File: src/rtl/pattern_serializer.sv
// Parallel-to-serial front end: WIDTH-bit words in over valid/ready, one bit per clock out.
// A one-word holding buffer lets consecutive words stream with no idle cycle between them.
module pattern_serializer #(
    parameter int WIDTH     = 8,
    parameter bit MSB_FIRST = 1'b1
) (
    input  logic             clk,
    input  logic             rst,
    input  logic [WIDTH-1:0] data_in,
    input  logic             data_valid,
    output logic             data_ready,
    output logic             d_out,
    output logic             valid_out,
    output logic             last_out
);
    localparam int             CW       = $clog2(WIDTH);
    localparam logic [CW-1:0]  LAST_CNT = CW'(WIDTH - 1);
    localparam int             OUT_BIT  = MSB_FIRST ? WIDTH - 1 : 0;

    logic [WIDTH-1:0] shift_reg, shift_next, shifted;
    logic [CW-1:0]    bit_cnt_reg, bit_cnt_next;
    logic             active_reg, active_next;
    logic [WIDTH-1:0] hold_reg, hold_next;
    logic             hold_full_reg, hold_full_next;
    logic             load_slot, accept, at_last;

    // Shifter contents after moving one place toward the output end.
    genvar gi;
    generate
        for (gi = 0; gi < WIDTH; gi++) begin : g_shift
            if (MSB_FIRST) begin : g_msb
                if (gi == 0) begin : g_fill
                    assign shifted[gi] = 1'b0;
                end else begin : g_move
                    assign shifted[gi] = shift_reg[gi-1];
                end
            end else begin : g_lsb
                if (gi == WIDTH - 1) begin : g_fill
                    assign shifted[gi] = 1'b0;
                end else begin : g_move
                    assign shifted[gi] = shift_reg[gi+1];
                end
            end
        end
    endgenerate

    assign at_last    = active_reg && (bit_cnt_reg == LAST_CNT);
    assign load_slot  = !active_reg || at_last;
    assign data_ready = rst && !hold_full_reg;
    assign accept     = data_valid && data_ready;

    always_comb begin
        shift_next     = shift_reg;
        bit_cnt_next   = bit_cnt_reg;
        active_next    = active_reg;
        hold_next      = hold_reg;
        hold_full_next = hold_full_reg;
        if (load_slot) begin
            bit_cnt_next = '0;
            // A buffered word always wins the slot; data_ready was low so nothing new arrives.
            if (hold_full_reg) begin
                shift_next     = hold_reg;
                hold_full_next = 1'b0;
                active_next    = 1'b1;
            end else if (accept) begin
                shift_next  = data_in;
                active_next = 1'b1;
            end else begin
                active_next = 1'b0;
            end
        end else begin
            bit_cnt_next = bit_cnt_reg + 1'b1;
            shift_next   = shifted;
            if (accept) begin
                hold_next      = data_in;
                hold_full_next = 1'b1;
            end
        end
    end

    always_ff @(posedge clk or negedge rst) begin
        if (!rst) begin
            shift_reg     <= '0;
            bit_cnt_reg   <= '0;
            active_reg    <= 1'b0;
            hold_reg      <= '0;
            hold_full_reg <= 1'b0;
        end else begin
            shift_reg     <= shift_next;
            bit_cnt_reg   <= bit_cnt_next;
            active_reg    <= active_next;
            hold_reg      <= hold_next;
            hold_full_reg <= hold_full_next;
        end
    end

    assign d_out     = active_reg && shift_reg[OUT_BIT];
    assign valid_out = active_reg;
    assign last_out  = at_last;
endmodule

File: config.mk
export PLATFORM = sky130hd
export DESIGN_NAME = pattern_serializer
export DESIGN_NICKNAME = d
export VERILOG_FILES = /design/src/rtl/pattern_serializer.sv
export SDC_FILE = /design/constraint.sdc
export NUM_CORES = 1
export LEC_CHECK = 0
export CAP_MARGIN = 10
export CORE_UTILIZATION = 30
export DETAILED_ROUTE_END_ITERATION = 6
export SETUP_SLACK_MARGIN = 0.02
export SLEW_MARGIN = 25
export SYNTH_ARGS = -nofsm -noshare
export SYNTH_HDL_FRONTEND = slang
export SYNTH_SLANG_ARGS = --single-unit
File: constraint.sdc
create_clock -name clk -period 2.05 [get_ports clk]
set_clock_uncertainty 0.1 [all_clocks]
set_input_delay 0.5125 -clock clk [delete_from_list [all_inputs] [get_ports clk]]
set_output_delay 0.5125 -clock clk [all_outputs]
set_load 0.01 [all_outputs]
==> run metrics <==
sequential fraction of the synthesis area=52.8%; Pwr Density=1230 nW/µm²; gr ovfl total=0; setup TNS=0 ps; Die Height=59.6 µm; DRC=0; Starting DRT DRC Count=25; fin crit share=95.6%; Switching Fraction=33.8%; largest net degree at the start of global routing=24; Placer Congestion=0.689; TritonCTS buffer count=3; HP Class=register to register; Crit path max-delay family=flip-flops; routed length per instance=11.8 µm; min cycle time layout=1960 ps; core area=3100 µm²; layout cell share with drive strength beyond 1=21.9%; die area=3550 µm²; R2R depth=5; mapped cell area=995 µm²; CTS clock-pin slew for the worst setup and hold paths=100 ps; post-layout net count=119; detailed placement HPWL=1250 µm; DR vias/cell=4.51; layout filler cell count=324; final setup fails=0; crit-path cells=ha_1 > ha_2 > and2_1 > buf_2; number of synthesized register bits=21; Clock power frac=12.7%; first-pass GRT wire length=3090 µm; max incr delay on CP=400 ps; vias in the first global route=650; Mapped Cells=85; Yosys cell types=19; synth warn=0; hold_sp=bit_cnt_reg[0]; Ports=15; die width=59.6 µm; Seq pwr share=44.8%; H-Tree Level Count=1; WHS Path Cells=1; Leakage=0.000538 µW; final cell count without fillers=149; RR Endpoint=hold_reg[7]; fin. max-slew vios=0; initial antenna violation count=0; row count=20; max_slew headroom=77.5%; Critical Path RT=1440 ps; cell count after placement=145; status=completed; R2R Setup Slk=340 ps; TritonRoute pass-1 iters=4; Syn Area/Cell=11.7 µm²; Comb power frac=42.5%; hold-fix buffers at CTS=0; Initial Util=32.1%; Worst Path Max Fanout=3; Hold Vio Cnt, Final=0; P_sw=510 µW; IO Port Bufs=14; syn nets=98; CTS tree=yes; WHS Endpoint=bit_cnt_reg[0]; CTS Sinks=21; VDD IR max=0.000507 V; CP max-delay cell=dfrtp_1; CP endpoint kind=output port; Finished Core Util=39.6%; Clock Latency Late Sink=300 ps; Critical Path AT=1350 ps; synthesis-to-finish area growth=23.5%; ant diodes=0; RSZ-0062 raised after global routing=no; Max Root-Sink Buffers=2; All-Layer GR Usage=12.1%; maximum clock frequency=0.510 GHz; final antenna-violating net count=0; Crit Path Class=register to output port; Reg-to-Reg Start=bit_cnt_reg[0]; Root Driver=clkbuf_4; vias=672; Max-Cap Viols=0; actual slew at the worst max-slew pin=338 ps; Bufs and invs on worst path=1; Internal Power=1000 µW; startpoint types=register; WL final=1760 µm
## layer usage
metal	GRT usage (%)	wire (µm)	part of all wire (%)
met5	0	0	0
met4	4.98	26	1.5
met3	3.93	90	5.1
met2	18.0	820	47
met1	16.1	824	47
## cells in the final DEF (no fill, tap or decap)
master | netlist | routed
dfrtp_1 | 21 | 21
o21ai_0 | 14 | 14
clkdlybuf4s50_1 | 0 | 11
a211oi_1 | 8 | 8
nand2_1 | 8 | 8
mux2_2 | 8 | 8
and2b_1 | 7 | 7
buf_4 | 0 | 5
and2_1 | 4 | 4
nor2_1 | 3 | 3
clkbuf_4 | 0 | 3
nand2b_1 | 1 | 1
nor2b_4 | 1 | 1
a21oi_4 | 1 | 1
a21o_4 | 1 | 1
nand3_4 | 1 | 1
nor2b_1 | 1 | 1
mux2i_1 | 1 | 1
ha_1 | 2 | 1
ha_2 | 0 | 1
clkbuf_1 | 1 | 1
dlymetal6s2s_1 | 0 | 1
clkbuf_2 | 0 | 1
buf_2 | 1 | 1
## cell type report
type | count | area [µm²] | share of cell area, %
Sequential cell | 21 | 526 | 42.8
Multi-Input combinational cell | 61 | 452 | 36.8
Timing Repair Buffer | 19 | 170 | 13.8
Tap cell | 44 | 55.1 | 4.48
Clock buffer | 4 | 26.3 | 2.14
## what timing repair did
item                                    4_1_cts  5_1_grt
resized for setup                             7        2
setup buffers                                 0        0
endpoints found under the setup margin        2        2
## per-stage QoR
stage | instance area (µm²) | power [µW] | setup WS (ps) | hold WS [ps]
3_5_place_dp | 1210 | 1350 | -287 | 333
3_3_place_gp | 1210 | 1320 | -293 | 323
6_report | 1230 | 1510 | 90.5 | 351
2_1_floorplan | 995 | 1140 | 466 | 117
5_1_grt | 1230 | 1640 | 28.0 | 371
4_1_cts | 1230 | 1540 | 2.96 | 349
## how the worst max path moves through the flow
stage             endpoint            from  cells after the start
2_1_floorplan  hold_reg[0]  bit_cnt_reg[0]                      5
3_3_place_gp    data_ready             rst                      3
3_5_place_dp    data_ready             rst                      3
4_1_cts         data_ready             rst                      3
5_1_grt           last_out  bit_cnt_reg[0]                      4
6_report          last_out  bit_cnt_reg[0]                      4
## logic make-up (layout without fill, tap and decap cells)
logic type	Yosys count	after routing	synth area share, %
flops	21	21	52.8
mux	9	9	10.1
simple gates	26	26	16.4
buf+inv	3	23	2.01
compound gates	24	24	16.2
fa+ha+maj	2	2	2.52
## cells in the mapped netlist
| cell | number | area share [%] |
|---|---|---|
| a211oi_1 | 8 | 6.0 |
| a21o_4 | 1 | 1.5 |
| a21oi_4 | 1 | 1.6 |
| and2_1 | 4 | 2.5 |
| and2b_1 | 7 | 5.3 |
| buf_2 | 1 | 0.50 |
| buf_6 | 1 | 1.1 |
| clkbuf_1 | 1 | 0.38 |
| dfrtp_1 | 21 | 53 |
| ha_1 | 2 | 2.5 |
| mux2_2 | 8 | 9.1 |
| mux2i_1 | 1 | 1.0 |
| nand2_1 | 8 | 3.0 |
| nand2b_1 | 1 | 0.63 |
| nand3_4 | 1 | 1.8 |
| nor2_1 | 3 | 1.1 |
| nor2b_1 | 1 | 0.63 |
| nor2b_4 | 1 | 1.4 |
| o21ai_0 | 14 | 7.0 |
## power groups by stage
stage                     clock, µW  sequential (µW)  combinational (µW)
after floorplan                   0              676                 467
after global placement            0              678                 643
after detailed placement          0              686                 663
after CTS                       203              676                 660
after global routing            221              698                 719
final                           192              676                 642
Power figures use the tool's default switching activity.
